### config.mk
export PLATFORM = sky130hd
export DESIGN_NAME = spi_cmd_sequencer
export DESIGN_NICKNAME = d
export VERILOG_FILES = /design/src/rtl/spi_cmd_sequencer_pkg.sv /design/src/rtl/spi_seq_fifo.sv /design/src/rtl/spi_cmd_sequencer.sv
export SDC_FILE = /design/constraint.sdc
export NUM_CORES = 1
export LEC_CHECK = 0
export BUFFER_PORTS_ARGS = -buffer_cell sky130_fd_sc_hd__clkbuf_2
export CORE_ASPECT_RATIO = 1.75
export CORE_MARGIN = 2
export CORE_UTILIZATION = 40
export CTS_CLUSTER_DIAMETER = 60
export DETAILED_ROUTE_END_ITERATION = 16
export GPL_TIMING_DRIVEN = 0
export HOLD_SLACK_MARGIN = 0.08
export PLACE_DENSITY = 0.66
export SLEW_MARGIN = 20
export SYNTH_ARGS = -nofsm -noshare
export SYNTH_HDL_FRONTEND = slang
export SYNTH_SLANG_ARGS = --single-unit
### constraint.sdc
create_clock -name clk -period 7.1 [get_ports clk]
set_clock_uncertainty 0.15 [all_clocks]
set_input_delay 0.355 -clock clk [delete_from_list [all_inputs] [get_ports clk]]
set_output_delay 0.355 -clock clk [all_outputs]
set_load 0.02 [all_outputs]
### src/rtl/spi_cmd_sequencer_pkg.sv
// rtl/spi_cmd_sequencer_pkg.sv - shared types and constants for the SPI command sequencer
package spi_cmd_sequencer_pkg;

    typedef enum logic [1:0] {
        ST_IDLE    = 2'd0,
        ST_ISSUE   = 2'd1,
        ST_CAPTURE = 2'd2,
        ST_RELEASE = 2'd3
    } seq_state_t;

    localparam logic [1:0] SEL_ILLEGAL = 2'd3;
    localparam int         CMD_W       = 10;
    localparam int         RSP_W       = 11;

    // Response record layout: {sel[1:0], data[7:0], err}
    function automatic logic [RSP_W-1:0] pack_rsp(input logic [1:0] sel,
                                                   input logic [7:0] data,
                                                   input logic       err);
        return {sel, data, err};
    endfunction

endpackage

### src/rtl/spi_seq_fifo.sv
// rtl/spi_seq_fifo.sv - parameterised synchronous FIFO used for command and response queues
module spi_seq_fifo #(
    parameter int WIDTH = 8,
    parameter int DEPTH = 4
) (
    input  logic             clk,
    input  logic             rst_n,
    input  logic             push,
    input  logic [WIDTH-1:0] push_data,
    input  logic             pop,
    output logic [WIDTH-1:0] pop_data,
    output logic             full,
    output logic             empty
);

    localparam int AW = $clog2(DEPTH);

    logic [WIDTH-1:0] mem [DEPTH];
    logic [AW-1:0]    wr_ptr;
    logic [AW-1:0]    rd_ptr;
    logic [AW:0]      count;
    logic             wr_en;
    logic             rd_en;

    assign full     = (count == (AW + 1)'(DEPTH));
    assign empty    = (count == '0);
    assign rd_en    = pop && !empty;
    // A push into a full queue is accepted when the head leaves in the same cycle
    assign wr_en    = push && (!full || rd_en);
    assign pop_data = mem[rd_ptr];

    always_ff @(posedge clk or negedge rst_n) begin
        if (!rst_n) begin
            wr_ptr <= '0;
            rd_ptr <= '0;
            count  <= '0;
        end else begin
            if (wr_en) begin
                wr_ptr <= wr_ptr + 1'b1;
            end
            if (rd_en) begin
                rd_ptr <= rd_ptr + 1'b1;
            end
            case ({wr_en, rd_en})
                2'b10:   count <= count + 1'b1;
                2'b01:   count <= count - 1'b1;
                default: count <= count;
            endcase
        end
    end

    always_ff @(posedge clk) begin
        if (wr_en) begin
            mem[wr_ptr] <= push_data;
        end
    end

endmodule

### src/rtl/spi_cmd_sequencer.sv
// rtl/spi_cmd_sequencer.sv - queues SPI byte commands, sequences SPI transfers and returns responses
module spi_cmd_sequencer
    import spi_cmd_sequencer_pkg::*;
#(
    parameter int CMD_DEPTH = 4,
    parameter int RSP_DEPTH = 4,
    parameter int TIMEOUT   = 1023
) (
    input  logic       clk,
    input  logic       rst_n,
    input  logic       cmd_valid,
    output logic       cmd_ready,
    input  logic [1:0] cmd_sel,
    input  logic [7:0] cmd_data,
    output logic       rsp_valid,
    input  logic       rsp_ready,
    output logic [1:0] rsp_sel,
    output logic [7:0] rsp_data,
    output logic       rsp_err,
    output logic       spi_start,
    output logic [1:0] spi_slaveselect,
    output logic [7:0] spi_master_data,
    input  logic       spi_done,
    input  logic [7:0] spi_master_rx,
    output logic       busy
);

    localparam int TMO_W = (TIMEOUT > 1) ? $clog2(TIMEOUT + 1) : 1;

    seq_state_t       state_q;
    seq_state_t       state_d;

    logic             cmd_full;
    logic             cmd_empty;
    logic             cmd_push;
    logic             cmd_pop;
    logic [CMD_W-1:0] cmd_head;

    logic             rsp_full;
    logic             rsp_empty;
    logic             rsp_push;
    logic             rsp_pop;
    logic [RSP_W-1:0] rsp_head;

    logic [1:0]       held_sel;
    logic [7:0]       held_data;
    logic [7:0]       rx_q;
    logic             err_q;
    logic [TMO_W-1:0] tmo_cnt;

    logic             load_cmd;
    logic             cap_done;
    logic             cap_tmo;
    logic             cnt_inc;

    // Gating with rst_n keeps the queue closed while reset is held
    assign cmd_ready = rst_n && !cmd_full;
    assign cmd_push  = cmd_valid && cmd_ready;

    spi_seq_fifo #(
        .WIDTH (CMD_W),
        .DEPTH (CMD_DEPTH)
    ) u_cmd_fifo (
        .clk       (clk),
        .rst_n     (rst_n),
        .push      (cmd_push),
        .push_data ({cmd_sel, cmd_data}),
        .pop       (cmd_pop),
        .pop_data  (cmd_head),
        .full      (cmd_full),
        .empty     (cmd_empty)
    );

    assign rsp_valid = !rsp_empty;
    assign rsp_pop   = rsp_valid && rsp_ready;

    spi_seq_fifo #(
        .WIDTH (RSP_W),
        .DEPTH (RSP_DEPTH)
    ) u_rsp_fifo (
        .clk       (clk),
        .rst_n     (rst_n),
        .push      (rsp_push),
        .push_data (pack_rsp(held_sel, rx_q, err_q)),
        .pop       (rsp_pop),
        .pop_data  (rsp_head),
        .full      (rsp_full),
        .empty     (rsp_empty)
    );

    // Storage is not reset, so the head is masked until it holds a real entry
    assign rsp_sel  = rsp_valid ? rsp_head[RSP_W-1 -: 2] : 2'd0;
    assign rsp_data = rsp_valid ? rsp_head[8:1]          : 8'h00;
    assign rsp_err  = rsp_valid ? rsp_head[0]            : 1'b0;

    assign busy = (state_q != ST_IDLE) || !cmd_empty;

    always_ff @(posedge clk or negedge rst_n) begin
        if (!rst_n) begin
            state_q <= ST_IDLE;
        end else begin
            state_q <= state_d;
        end
    end

    always_comb begin
        state_d         = state_q;
        cmd_pop         = 1'b0;
        rsp_push        = 1'b0;
        load_cmd        = 1'b0;
        cap_done        = 1'b0;
        cap_tmo         = 1'b0;
        cnt_inc         = 1'b0;
        spi_start       = 1'b0;
        spi_slaveselect = 2'd0;
        spi_master_data = 8'h00;
        case (state_q)
            ST_IDLE: begin
                if (!cmd_empty) begin
                    cmd_pop  = 1'b1;
                    load_cmd = 1'b1;
                    state_d  = (cmd_head[CMD_W-1 -: 2] == SEL_ILLEGAL) ? ST_CAPTURE : ST_ISSUE;
                end
            end
            ST_ISSUE: begin
                spi_start       = 1'b1;
                spi_slaveselect = held_sel;
                spi_master_data = held_data;
                if (spi_done) begin
                    cap_done = 1'b1;
                    state_d  = ST_CAPTURE;
                end else if (tmo_cnt == TMO_W'(TIMEOUT)) begin
                    cap_tmo = 1'b1;
                    state_d = ST_CAPTURE;
                end else begin
                    cnt_inc = 1'b1;
                end
            end
            ST_CAPTURE: begin
                if (!rsp_full || rsp_pop) begin
                    rsp_push = 1'b1;
                    state_d  = ST_RELEASE;
                end
            end
            ST_RELEASE: begin
                if (!spi_done) begin
                    state_d = ST_IDLE;
                end
            end
            default: state_d = ST_IDLE;
        endcase
    end

    // Illegal selects are preloaded with the error record so CAPTURE can push directly
    always_ff @(posedge clk or negedge rst_n) begin
        if (!rst_n) begin
            held_sel  <= 2'd0;
            held_data <= 8'h00;
            rx_q      <= 8'h00;
            err_q     <= 1'b0;
            tmo_cnt   <= '0;
        end else begin
            if (load_cmd) begin
                held_sel  <= cmd_head[CMD_W-1 -: 2];
                held_data <= cmd_head[7:0];
                rx_q      <= 8'h00;
                err_q     <= (cmd_head[CMD_W-1 -: 2] == SEL_ILLEGAL);
                tmo_cnt   <= '0;
            end
            if (cap_done) begin
                rx_q  <= spi_master_rx;
                err_q <= 1'b0;
            end
            if (cap_tmo) begin
                rx_q  <= 8'h00;
                err_q <= 1'b1;
            end
            if (cnt_inc) begin
                tmo_cnt <= tmo_cnt + 1'b1;
            end
        end
    end

endmodule

[Word level (Yosys, flattened, before mapping)]
Memory sizes are Yosys's and may differ from the RTL's.
Index checks and enable logic that the tools add are counted.
Cells by class
  add/subtract/negate cells: 9
  multipliers: 0
  divide/modulo/power cells: 0
  $lt $le $gt $ge: 0
  equal/unequal tests: 15
  shift operators: 0
  multiplexer cells: 39
  bitwise logic cells: 0
  reduce and logical (&&, ||, !) cells: 24
Operators by type and width (count)
  $mux W8: 5
  $mux W1: 21
  $mux W10: 2
  $mux W2: 8
  $pmux W3 S2: 2
  $add A10 B1 Y10 const B: 1
  $eq A10 B10 Y1 const B: 1
  $eq A2 B2 Y1 const B: 5
  $add A2 B1 Y2 const B: 4
  $pmux W2 S4: 1
  $reduce_bool A2 Y1: 4
  $logic_and A1 B1 Y1: 7
  $add A3 B1 Y3 const B: 2
  $eq A2 B1 Y1 const B: 3
  $eq A3 B3 Y1 const B: 2
  $logic_not A3 Y1: 2
  $ne A2 B2 Y1 const B: 3
  $sub A3 B1 Y3 const B: 2
  $logic_not A1 Y1: 4
  $logic_or A1 B1 Y1: 4
  $reduce_and A4 Y1: 1
  $ne A3 B3 Y1 const B: 1
  $reduce_bool A3 Y1: 1
  $logic_not A2 Y1: 1
Storage, ports and cells
  flip-flop bits (word level): 45
  latch bits: 0
  bits in writable memories: 84
  ROM bits: 0
  logic and storage cells: 101
  memories: 2
Memory list
  u_rsp_fifo.mem: depth 4, width 11, rd ports 1, clocked after Yosys merged registers in 0, write ports 1, RTL line spi_seq_fifo.sv:18  | logic [WIDTH-1:0] mem [DEPTH];
  u_cmd_fifo.mem: depth 4, width 10, rd ports 1, clocked after Yosys merged registers in 0, write ports 1, RTL line spi_seq_fifo.sv:18

[Depth between registers and ports, before layout]
Gate-level depths: netlist (run 1).
  depth in word-level cells: 9
  depth in mapped cells: 11
  gate-level depth less buffers: 10

[Hierarchy]
From an unflattened synthesis (run 1), not the netlist that was laid out.
Second synthesis, totals
  cell total of the unflattened synthesis: 375
  area, all modules: 5635.4 sq um
By module, submodules not included
  spi_seq_fifo at u_rsp_fifo: times used 1, cells an instance 95, area each 2018.2 sq um, sequential area each 1496.4 sq um
  spi_seq_fifo at u_cmd_fifo: times used 1, cells an instance 104, area each 1954.4 sq um, sequential area each 1376.3 sq um
  spi_cmd_sequencer: times used 1, cells an instance 176, area each 1662.8 sq um, sequential area each 775.7 sq um

[Worst setup path before layout (run 1)]
Ideal clock, no wire load.
  path kind: reg2reg
  start point: register state_q[0]
  end point: register u_cmd_fifo.count[2]
  library setup time: 0.079 ns
  data arrival time: 2.226 ns
  data required time: 6.871 ns
  slack: 4.645 ns
  stages on the path, launching flop included: 12
  buffers on the path: 1
  cell sequence: dfrtp_1 inv_1 ha_1 o31ai_4 inv_2 clkbuf_1 ha_1 inv_1 fa_1 xor2_1 nor2_1 xor2_1
On the way
  longest elaborated chain between the ends: 7
Ends and longest elaborated chain
  start, declared: RTL line spi_cmd_sequencer.sv:30  | seq_state_t state_q;
  start signal, assigned: RTL line spi_cmd_sequencer.sv:102  | state_q <= state_d;
  $logic_not A2 Y1 (*): RTL line spi_cmd_sequencer.sv:117  | case (state_q)
  $mux W1 (*): RTL line spi_cmd_sequencer.sv:117
  named net cmd_pop: RTL line spi_cmd_sequencer.sv:36  | logic cmd_pop;
  $logic_and A1 B1 Y1 (*): RTL line spi_seq_fifo.sv:27  | assign rd_en = pop && !empty;
  $logic_or A1 B1 Y1: RTL line spi_seq_fifo.sv:29  | assign wr_en = push && (!full || rd_en);
  $logic_and A1 B1 Y1: RTL line spi_seq_fifo.sv:29
  $eq A2 B1 Y1 or $eq A2 B2 Y1 (tied branches): RTL line spi_seq_fifo.sv:44  | case ({wr_en, rd_en})
  $pmux W3 S2 or $reduce_bool A2 Y1 (tied branches)
  end signal, assigned: RTL line spi_seq_fifo.sv:45  | 2'b10: count <= count + 1'b1;
  end signal, assigned: RTL line spi_seq_fifo.sv:46  | 2'b01: count <= count - 1'b1;
  end signal, assigned: RTL line spi_seq_fifo.sv:47  | default: count <= count;
  end, declared: RTL line spi_seq_fifo.sv:21  | logic [AW:0] count;
Mark *: on every way through the listed nets, which the timed path passes. The rest lies on a longest branch.
A chain may end at the register's enable or synchronous reset.

[Final worst setup path (run 1)]
Same ends and word-level chain as after synthesis.

==> results of run 1 <==
-- state kept, by name, summed over array words and instances (netlist names) --
name               count
err_q                  1
held_data              8
held_sel               2
rx_q                   8
state_q                2
tmo_cnt               10
u_cmd_fifo.count       3
u_cmd_fifo.mem        40
u_cmd_fifo.rd_ptr      2
u_cmd_fifo.wr_ptr      2
u_rsp_fifo.count       3
u_rsp_fifo.mem        44
u_rsp_fifo.rd_ptr      2
u_rsp_fifo.wr_ptr      2
-- synthesized netlist by cell type (2+ instances only) --
| cell | instances |
|---|---|
| edfxtp_1 | 84 |
| dfrtp_1 | 45 |
| nand2_1 | 44 |
| and2_1 | 28 |
| mux4_2 | 21 |
| ha_1 | 16 |
| inv_1 | 15 |
| a22o_1 | 10 |
| o21ai_0 | 8 |
| xnor2_1 | 8 |
| nand3_1 | 6 |
| nor2_1 | 6 |
| xor2_1 | 6 |
| a31oi_1 | 5 |
| and3_1 | 5 |
| clkbuf_1 | 5 |
| a21oi_1 | 4 |
| nor3_1 | 3 |
| a211o_1 | 2 |
| and4_1 | 2 |
| buf_1 | 2 |
| buf_2 | 2 |
| buf_4 | 2 |
| fa_1 | 2 |
| mux2i_1 | 2 |
| or3_1 | 2 |
-- cell usage in the layout, fill, tap and decap left out, types with 2 or more instances in the layout --
cell type / netlist / final
a211o_1: 2 / 2
a21oi_1: 4 / 4
a22o_1: 10 / 10
a31oi_1: 5 / 5
and2_1: 28 / 28
and3_1: 5 / 5
and4_1: 2 / 2
buf_1: 2 / 2
buf_2: 2 / 2
buf_4: 2 / 2
clkbuf_1: 5 / 5
clkbuf_16: 0 / 17
clkbuf_2: 0 / 46
clkinv_8: 0 / 2
clkinvlp_4: 0 / 2
dfrtp_1: 45 / 45
dlygate4sd3_1: 0 / 19
edfxtp_1: 84 / 84
fa_1: 2 / 2
ha_1: 16 / 16
inv_1: 15 / 15
inv_6: 0 / 4
inv_8: 0 / 6
mux2i_1: 2 / 2
mux4_2: 21 / 21
nand2_1: 44 / 44
nand3_1: 6 / 6
nor2_1: 6 / 6
nor3_1: 3 / 3
o21ai_0: 8 / 8
or3_1: 2 / 2
xnor2_1: 8 / 8
xor2_1: 6 / 6
-- metrics by stage --
step | cells | setup slack, ps | total power (uW) | instance area (um^2)
2_1_floorplan | 356 | 4650 | 1840 | 5510
3_3_place_gp | 577 | 4050 | 2070 | 5960
3_5_place_dp | 577 | 4140 | 2120 | 5970
4_1_cts | 628 | 4110 | 2970 | 6740
5_1_grt | 628 | 3910 | 3110 | 6740
6_report | 628 | 4180 | 2930 | 6740
-- per-layer routing --
layer  up-vias  track usage (%)  share of wire [%]
met2        61             26.7                 58
met5         -                0                  0
li1       1488                -                  -
met4         0             6.28                1.7
met1      1555             14.9                 38
met3        12             3.41                2.9
-- power breakdown --
| part | internal, uW | switching, uW | leakage [uW] | total (uW) |
|---|---|---|---|---|
| combinational | 413 | 537 | 0.00110 | 951 |
| clock | 470 | 367 | 0.000282 | 837 |
| sequential | 1020 | 119 | 0.00134 | 1140 |
| total | 1900 | 1020 | 0.00272 | 2930 |
-- cells by family after synthesis --
| group | share of synthesized area [%] |
|---|---|
| AO/OA/AOI/OAI | 5.52 |
| XOR/XNOR | 2.22 |
| adder cells (fa/ha/maj) | 4.36 |
| buffers and inverters | 2.50 |
| flip-flops | 66.2 |
| multiplexers | 9.42 |
| AND/OR/NAND/NOR | 9.78 |
-- final timing paths --
kind,startpoint,endpoint,cells after the start
setup / recovery,state_q[0],u_cmd_fifo.count[2],11
hold / removal,rsp_ready,u_rsp_fifo.rd_ptr[0],3
setup reg to reg,state_q[0],u_cmd_fifo.count[2],11
hold reg to reg,held_data[3],held_data[3],2
max in group asynchronous,rst_n,u_cmd_fifo.count[1],2
min in group asynchronous,rst_n,held_data[1],2
-- timing repair --
item	4_1_cts	5_1_grt
endpoints found under the setup margin	0	0
hold endpoints to repair	93	0
hold buffers	19	0
-- layout make-up --
class	instances	share of cell area, %
clock buffers	17	6.31
multi-input cells	198	25.6
clock inverters	15	2.36
plain buffers	13	1.15
inverters	16	0.891
repair buffers	66	6.35
well taps	174	3.23
flip-flops and latches	129	54.1
-- critical path: stages, from the launching register on --
cell      delay [ps]
dfrtp_1          420
inv_1            120
ha_1             250
o31ai_4          170
inv_2            160
clkbuf_1         430
ha_1             270
inv_1             60
fa_1             370
xor2_1           150
nor2_1           110
xor2_1           160
==> results.md, run 1 <==
- FF-to-FF setup slack: approximately 4200 ps
- # DRC: 0
- # IOs: 48
- Initial core utilization: between 40 and 50%
- Leakage: between 0.002 and 0.003 uW
- Worst min path class: primary input to flip-flop
- Crit end category: flip-flop
- Critical Path Start Type: flip-flop
- Critical path type: flip-flop to flip-flop
- Rel. slew slack: between 50% and 60%
- Vias/cell: about 5.0
- Global-route wire length before repair: ~16000 um
- Clock transition at path regs: around 60 ps
- GPL Wtd Cong: 0.779
- Synth Warn #: 0
- Share of cells above drive strength 1: between 20% and 30%
- Fillers: 1156
- Worst skew pair latency: 410 ps
- Drt wl/cell: between 15 and 20 um
- Req. time, crit path: ~7300 ps
- CTS sink count: 129
- Fin crit share: around two fifths
- Power Dens Cells: about 430 nW/um^2
- Initial antenna violation count: 0
- PortBufs: 47
- Count of final hold-check violations: 0
- Vias in the first global route: around 3300
- Final-report max-slew violation count: 0
- Total Neg Setup Slack: 0 ps
- Core area: around 13000 um^2
- Total GRT Usage: around 14%
- Area fraction of the dominant cell type after synthesis: between 40% and 50%
- Unique masters post-synth: 47
- Detailed Route WL: just under 10000 um
- Min cycle time layout: 2920 ps
- CTS root buf: clkbuf_16
- CTS tree: yes
- Die H: 159 um
- Synth Net Count: approximately 400
- Asr flop ratio synth: around a third
- Setup repair after global routing missed its margin: no
- Fmax: ~0.34 GHz
- Die area: about 15000 um^2
- Dpl hpwl: just under 7000 um
- Overflow after GRT: 0
- Vias: between 3000 and 4000
- Post-synthesis register bit count: 129
- Maximum vdd drop: about 0.25 mV
- Post-synth EDFFs: between 80 and 90
- Post-CTS Setup Bufs: 0
- Worst-margin pin slew: between 600 and 700 ps
- Largest net degree at the start of global routing: between 40 and 50
- Post-Syn Instances: 356
- Post-Syn Area per Cell: 15.5 um^2
- Die width: around 93 um
- Max_cap viols: 0
- Final setup fails: 0
- Post-synthesis cell area: between 5000 and 6000 um^2
- FP Rows: between 50 and 60
- Top cells by area, synth: edfxtp_1 (46%), dfrtp_1 (20%), mux4_2 (8.6%)
- Dominant cell type by area after synthesis: edfxtp_1
- Resize count post-CTS: 0
- Area grow syn2layout: 22.3%
- Num CTS Buffers: 17
- 1st-iter DRT viols: around 110
- Maximum fanout along the worst path: 10
- Drt first pass iters: 4
- Status: complete, no violations
- Nets: 482
- Worst Path Arrival: between 3000 and 4000 ps
- H-Tree Depth: 4
- Share of the yosys chip area belonging to registers: 66.2%
- N_diodes: 0
- CTS max path bufs: 2
- Multi-input gate area: approximately 1700 um^2
- Finished Core Util: around half
- WHS: between 150 and 200 ps
- Post-synth top flop: edfxtp_1
- Storage cell area: ~3600 um^2
- Post-route ant nets: 0
No activity file was read; power rests on OpenSTA's default activity.
==> run 2, diff against run 1 <==
==> constraint.sdc (replaced) <==
create_clock -name clk -period 2.8 [get_ports clk]
set_clock_uncertainty 0.15 [all_clocks]
set_input_delay 0.14 -clock clk [delete_from_list [all_inputs] [get_ports clk]]
set_output_delay 0.14 -clock clk [all_outputs]
set_load 0.02 [all_outputs]
==> run 2 against run 1 <==
Effect of this change: critical endpoint unchanged; sequential power increased to 2.5 times the previous value; via count is 0.55% higher; core utilization grew 0.27 points; worst setup slack got worse by 4000 ps; cell count rose by 0.32%; die area did not move; routed wire length increased by 0.76%; hold slack got worse by 100 ps; sequential cell count unchanged; critical path depth fell by 1; power increased to 2.5 times the previous value; non-clock buffer count is 2 higher.
==> results.md, run 2 (synthesis gave the netlist of run 1 again) <==
- Total GRT Usage: 14.3% (about the same)
- Drt first pass iters: 4 (unchanged)
- Crit end category: flip-flop (unchanged)
- Vias in the first global route: 3339 (was 3313)
- Maximum fanout along the worst path: 15 (was 10)
- Die area: 14800 um^2 (unchanged)
- 1st-iter DRT viols: 128 (was 109)
- FP Rows: 56 (unchanged)
- Multi-input gate area: 1730 um^2 (about the same)
- Vias/cell: 4.97 (was 4.96)
- Setup repair after global routing missed its margin: no (unchanged)
- Leakage: 0.00274 uW (was 0.00272 uW)
- Most frequent cells in the layout: edfxtp_1 (84), clkbuf_2 (46), dfrtp_1 (45) (unchanged)
- Largest net degree at the start of global routing: 47 (unchanged)
- Detailed Route WL: 9760 um (was 9690 um)
- Clock transition at path regs: 60 ps (about the same)
- Total internal power: 4830 uW (was 1900 uW)
- Nets: 484 (was 482)
- Count of final hold-check violations: 0 (unchanged)
- Combinational Power Share: 32.5% (about the same)
- Worst min path class: primary input to async pin (was primary input to flip-flop)
- Overflow after GRT: 0 (unchanged)
- Initial core utilization: 41.0% (unchanged)
- Top reg by flops: u_rsp_fifo.mem (unchanged)
- PortBufs: 47 (unchanged)
- Die width: 92.7 um (unchanged)
- Rel. slew slack: 56.4% (was 54.3%)
- Reg2reg start: state_q[0] (unchanged)
- N_diodes: 0 (unchanged)
- Share of cells above drive strength 1: 26.1% (was 26.0%)
- Dpl hpwl: 6790 um (unchanged)
- Reg power frac: 38.9% (about the same)
- Max_cap viols: 0 (unchanged)
- Fillers: 1155 (was 1156)
- Final-report max-slew violation count: 0 (unchanged)
- Worst skew pair latency: 410 ps (about the same)
- Vias: 3133 (was 3116)
- Crit-path max cell delay: 420 ps (was 430 ps)
- CP Cell Sequence: inv_1, ha_1, o31ai_4, inv_2, ha_1, inv_1, fa_1, xor2_1, nor2_1, xor2_1 (was inv_1, ha_1, o31ai_4, inv_2, clkbuf_1, ha_1, inv_1, fa_1, xor2_1, nor2_1, xor2_1)
- Clk pwr share: 28.6% (about the same)
- Power Dens Cells: 1100 nW/um^2 (was 434 nW/um^2)
- WHS: 68.4 ps (was 173 ps)
- Max reg flops: 44 (unchanged)
- Area grow syn2layout: 23.0% (was 22.3%)
- Commonest non-fill, non-tap cell in the layout: edfxtp_1 (unchanged)
- Biggest registers after layout: u_rsp_fifo.mem (44), u_cmd_fifo.mem (40), tmo_cnt (10) (unchanged)
- Min cycle time layout: 2580 ps (was 2920 ps)
- Power, Total: 7430 uW (was 2930 uW)
- CTS root buf: clkbuf_16 (unchanged)
- Initial antenna violation count: 0 (unchanged)
- Maximum vdd drop: 0.641 mV (was 0.253 mV)
- Final setup fails: 0 (unchanged)
- Global-route wire length before repair: 16200 um (was 16100 um)
- Critical path type: flip-flop to flip-flop (unchanged)
- Die H: 159 um (unchanged)
- Num CTS Buffers: 17 (unchanged)
- # IOs: 48 (unchanged)
- Critical Path Start Type: flip-flop (unchanged)
- H-Tree Depth: 4 (unchanged)
- R2R Path End: u_cmd_fifo.count[2] (unchanged)
- Crit-path slowest cell: dfrtp_1 (was clkbuf_1)
- Worst-margin pin slew: 655 ps (was 685 ps)
- Fin crit share: 92.2% (was 41.1%)
- GPL Wtd Cong: 0.779 (unchanged)
- FF-to-FF setup slack: 220 ps (was 4180 ps)
- Drt wl/cell: 15.5 um (was 15.4 um)
- Fmax: 0.387 GHz (was 0.343 GHz)
- Req. time, crit path: 2980 ps (was 7280 ps)
- Post-route ant nets: 0 (unchanged)
- Switching Fraction: 35.0% (about the same)
- CTS sink count: 129 (unchanged)
- Worst R2R Path Depth: 10 (was 11)
- Core area: 13500 um^2 (unchanged)
- CTS tree: yes (unchanged)
- Storage cell area: 3650 um^2 (unchanged)
- Worst Path Arrival: 2760 ps (was 3100 ps)
- Status: complete, no violations (unchanged)
- # DRC: 0 (unchanged)
- Finished Core Util: 50.4% (was 50.1%)
- CTS max path bufs: 2 (unchanged)
- Post-CTS Setup Bufs: 0 (unchanged)
- Switch Pwr: 2600 uW (was 1020 uW)
run 2: cell count changes in the layout (fill, tap and decap cells not counted):
cell,before,now
clkbuf_4,1,0
nor4b_2,0,1
nor4b_1,1,0
buf_6,1,2
clkbuf_1,5,4
dlygate4sd3_1,19,22
run 2: metrics by stage:
step / cell area, um^2 / std cells / setup TNS (ps) / worst slack, ps
after floorplan: 5510 / 356 / 0 / 345
after global placement: 5960 / 577 / -102 / -69.2
after detailed placement: 5970 / 577 / -159 / -159
after CTS: 6770 / 630 / 0 / 48.3
after global routing: 6780 / 630 / 0 / 15.6
final: 6780 / 630 / 0 / 218
run 2: layout make-up:
cell class              count  share of cell area (%)
well taps                 174                    3.21
repair buffers             69                    6.81
plain buffers              12                    1.09
flip-flops and latches    129                    53.8
inverters                  16                   0.886
clock inverters            15                    2.34
multi-input cells         198                    25.5
clock buffers              17                    6.28
run 2: how the worst max path moves through the flow:
stage                   startpoint                   to  slack (ps)  cells past startpoint
6_report                state_q[0]  u_cmd_fifo.count[2]         220                     10
5_1_grt                 state_q[0]  u_cmd_fifo.count[2]          20                     10
4_1_cts        u_rsp_fifo.count[0]  u_rsp_fifo.count[2]          50                     10
3_5_place_dp            state_q[1]  u_cmd_fifo.count[2]        -160                     11
3_3_place_gp            state_q[0]  u_cmd_fifo.count[2]         -70                     11
2_1_floorplan           state_q[0]  u_cmd_fifo.count[2]         350                     11
run 2: repair_timing:
item / CTS / global route
resized for setup: 0 / 3
endpoints found under the hold margin: 98 / 0
hold buffers: 22 / 0
setup endpoints to repair: 2 / 3
pin swaps: 0 / 0
run 2: critical path, delay by kind of cell, from the launching register on:
family / cells / cell delay [ps]
adders and majority gates: 3 / 860
buffers and inverters: 3 / 470
DFF: 1 / 420
xor gates and xnor gates: 2 / 310
AOI/OAI and AO/OA: 1 / 170
and+or+nand+nor: 1 / 110
run 2: power groups by stage:
| stage | clock network [uW] | registers, uW | logic [uW] |
|---|---|---|---|
| 2_1_floorplan | 0 | 2830 | 1830 |
| 6_report | 2130 | 2890 | 2410 |
| 4_1_cts | 2170 | 2890 | 2470 |
| 3_5_place_dp | 0 | 2930 | 2450 |
| 5_1_grt | 2240 | 2950 | 2700 |
| 3_3_place_gp | 0 | 2890 | 2370 |
run 2: per-layer routing:
layer | GRT usage, % | share of wire, % | wire length [um] | vias up
met5 | 0 | 0 | 0 | -
met4 | 6.28 | 1.7 | 165 | 0
met3 | 3.41 | 2.9 | 283 | 13
met2 | 26.9 | 58 | 5630 | 59
met1 | 14.8 | 38 | 3680 | 1570
li1 | - | - | - | 1491
==> run 3, diff against run 2 <==
==> constraint.sdc (replaced) <==
create_clock -name clk -period 2.7 [get_ports clk]
set_clock_uncertainty 0.15 [all_clocks]
set_input_delay 0.135 -clock clk [delete_from_list [all_inputs] [get_ports clk]]
set_output_delay 0.135 -clock clk [all_outputs]
set_load 0.02 [all_outputs]
==> run 3 against run 2 <==
Effect of this change: cell count grew 0.16%; core utilization up 0.26 points; die area is the same; clock-buffer cell count unchanged; global-route usage rose by 0.28 points; worst setup slack improved by 9.3 ps; via count is 0.51% higher; sequential cell count is the same.
==> results.md, run 3 (synthesis gave the netlist of run 1 again) <==
- Total internal power: 5020 uW (was 4830 uW)
- Fillers: 1146 (was 1155)
- Placed instance area: 5970 um^2 (unchanged)
- CTS max path bufs: 2 (unchanged)
- Worst Path Arrival: 2650 ps (was 2760 ps)
- Fin crit share: 91.6% (was 92.2%)
- Max_cap viols: 0 (unchanged)
- CTS tree: yes (unchanged)
- Post-CTS Setup Bufs: 0 (unchanged)
- Biggest registers after layout: u_rsp_fifo.mem (44), u_cmd_fifo.mem (40), tmo_cnt (10) (unchanged)
- Drt wl/cell: 15.7 um (was 15.5 um)
- Crit end category: flip-flop (unchanged)
- Worst min path class: primary input to async pin (unchanged)
- Final-report max-slew violation count: 0 (unchanged)
- Total GRT Usage: 14.6% (was 14.3%)
- GPL Wtd Cong: 0.779 (unchanged)
- Final setup fails: 0 (unchanged)
- Dpl cells: 577 (unchanged)
- Fin cells: 631 (was 630)
- CTS root buf: clkbuf_16 (unchanged)
- Vias/cell: 4.99 (was 4.97)
- N_diodes: 0 (unchanged)
- Combinational Power Share: 32.6% (was 32.5%)
- Maximum vdd drop: 0.665 mV (was 0.641 mV)
- Dpl hpwl: 6790 um (unchanged)
- Maximum fanout along the worst path: 15 (unchanged)
- Most frequent cells in the layout: edfxtp_1 (84), clkbuf_2 (46), dfrtp_1 (45) (unchanged)
- Overflow after GRT: 0 (unchanged)
- Initial core utilization: 41.0% (unchanged)
- Initial antenna violation count: 0 (unchanged)
- PortBufs: 47 (unchanged)
- Share of cells above drive strength 1: 26.3% (was 26.1%)
- Power Dens Cells: 1130 nW/um^2 (was 1100 nW/um^2)
- Area grow syn2layout: 23.6% (was 23.0%)
- # DRC: 0 (unchanged)
- Core area: 13500 um^2 (unchanged)
- Rel. slew slack: 56.7% (was 56.4%)
- Vias in the first global route: 3371 (was 3339)
- Global-route wire length before repair: 16400 um (was 16200 um)
- Worst skew pair latency: 410 ps (about the same)
- Vias: 3149 (was 3133)
- Worst-margin pin slew: 650 ps (was 655 ps)
- Max reg flops: 44 (unchanged)
- Power, Total: 7730 uW (was 7430 uW)
- Reg power frac: 38.8% (was 38.9%)
- Largest net degree at the start of global routing: 46 (was 47)
- Leakage: 0.00275 uW (was 0.00274 uW)
- Commonest non-fill, non-tap cell in the layout: edfxtp_1 (unchanged)
- 1st-iter DRT viols: 146 (was 128)
- Detailed Route WL: 9890 um (was 9760 um)
- Nets: 485 (was 484)
- # IOs: 48 (unchanged)
- Die width: 92.7 um (unchanged)
- Switching Fraction: 35.1% (was 35.0%)
- Min cycle time layout: 2470 ps (was 2580 ps)
- Post-route ant nets: 0 (unchanged)
- Top reg by flops: u_rsp_fifo.mem (unchanged)
- Num CTS Buffers: 17 (unchanged)
- Setup repair after global routing missed its margin: no (unchanged)
- Count of final hold-check violations: 0 (unchanged)
- Total Neg Setup Slack: 0 ps (unchanged)
- Critical path type: flip-flop to flip-flop (unchanged)
- CTS sink count: 129 (unchanged)
- Die H: 159 um (unchanged)
- Clock transition at path regs: 60 ps (about the same)
- Req. time, crit path: 2880 ps (was 2980 ps)
- FP Rows: 56 (unchanged)
- Die area: 14800 um^2 (unchanged)
- Design area: 6810 um^2 (was 6780 um^2)
- H-Tree Depth: 4 (unchanged)
- Clk pwr share: 28.5% (was 28.6%)
- Critical Path Start Type: flip-flop (unchanged)
- Drt first pass iters: 4 (unchanged)
- WHS: 150 ps (was 68.4 ps)
- Fmax: 0.404 GHz (was 0.387 GHz)
- Switch Pwr: 2710 uW (was 2600 uW)
- Status: complete, no violations (unchanged)
run 3: worst paths after layout:
| kind | slack (ps) | start | depth (start not counted) | endpoint |
|---|---|---|---|---|
| max | 230 | state_q[0] | 10 | u_cmd_fifo.count[2] |
| min | 150 | rst_n | 3 | held_data[2] |
| max reg2reg | 230 | state_q[0] | 10 | u_cmd_fifo.count[2] |
| min reg2reg | 320 | held_data[3] | 2 | held_data[3] |
| max in group asynchronous | 2010 | rst_n | 3 | u_cmd_fifo.count[1] |
| min in group clk | 320 | held_data[3] | 2 | held_data[3] |
run 3: cell type report:
| type | count | area [um^2] | share of cell area (%) |
|---|---|---|---|
| Buffer | 12 | 73.8 | 1.08 |
| Clock buffer | 17 | 425 | 6.24 |
| Clock inverter | 15 | 159 | 2.33 |
| Inverter | 16 | 62.6 | 0.918 |
| Multi-Input combinational cell | 198 | 1740 | 25.5 |
| Sequential cell | 129 | 3650 | 53.6 |
| Tap cell | 174 | 218 | 3.20 |
| Timing Repair Buffer | 70 | 485 | 7.13 |
run 3: routing by layer:
layer	wire [um]	GRT usage, %	vias up
li1	-	-	1492
met1	3660	14.9	1568
met2	5660	27.4	72
met3	365	3.88	17
met4	206	6.35	0
met5	0	0	-
run 3: what timing repair did:
action	CTS	global route
endpoints found under the hold margin	98	0
resized for setup	1	3
setup endpoints to repair	3	2
hold buffers	23	0
run 3: through the flow:
stage / utilization, % / setup WS, ps
after floorplan: - / 245
after global placement: 44.3 / -169
after detailed placement: 44.4 / -259
after CTS: 50.6 / 75.2
after global routing: 50.6 / 11.6
final: 50.6 / 227
run 3: critical path: stages (launching register included):
cell     delay (ps)
dfrtp_1         420
inv_1           120
ha_1            250
o31ai_4         170
inv_4           210
ha_1            210
inv_1            60
fa_1            370
xor2_1          150
nor2_1          110
xor2_1          160
run 3: power by group through the flow:
stage | Clock [uW] | Sequential, uW | Combinational [uW]
2_1_floorplan | 0 | 2930 | 1900
3_3_place_gp | 0 | 2990 | 2460
3_5_place_dp | 0 | 3030 | 2540
4_1_cts | 2250 | 3000 | 2570
5_1_grt | 2320 | 3070 | 2820
6_report | 2210 | 3000 | 2520
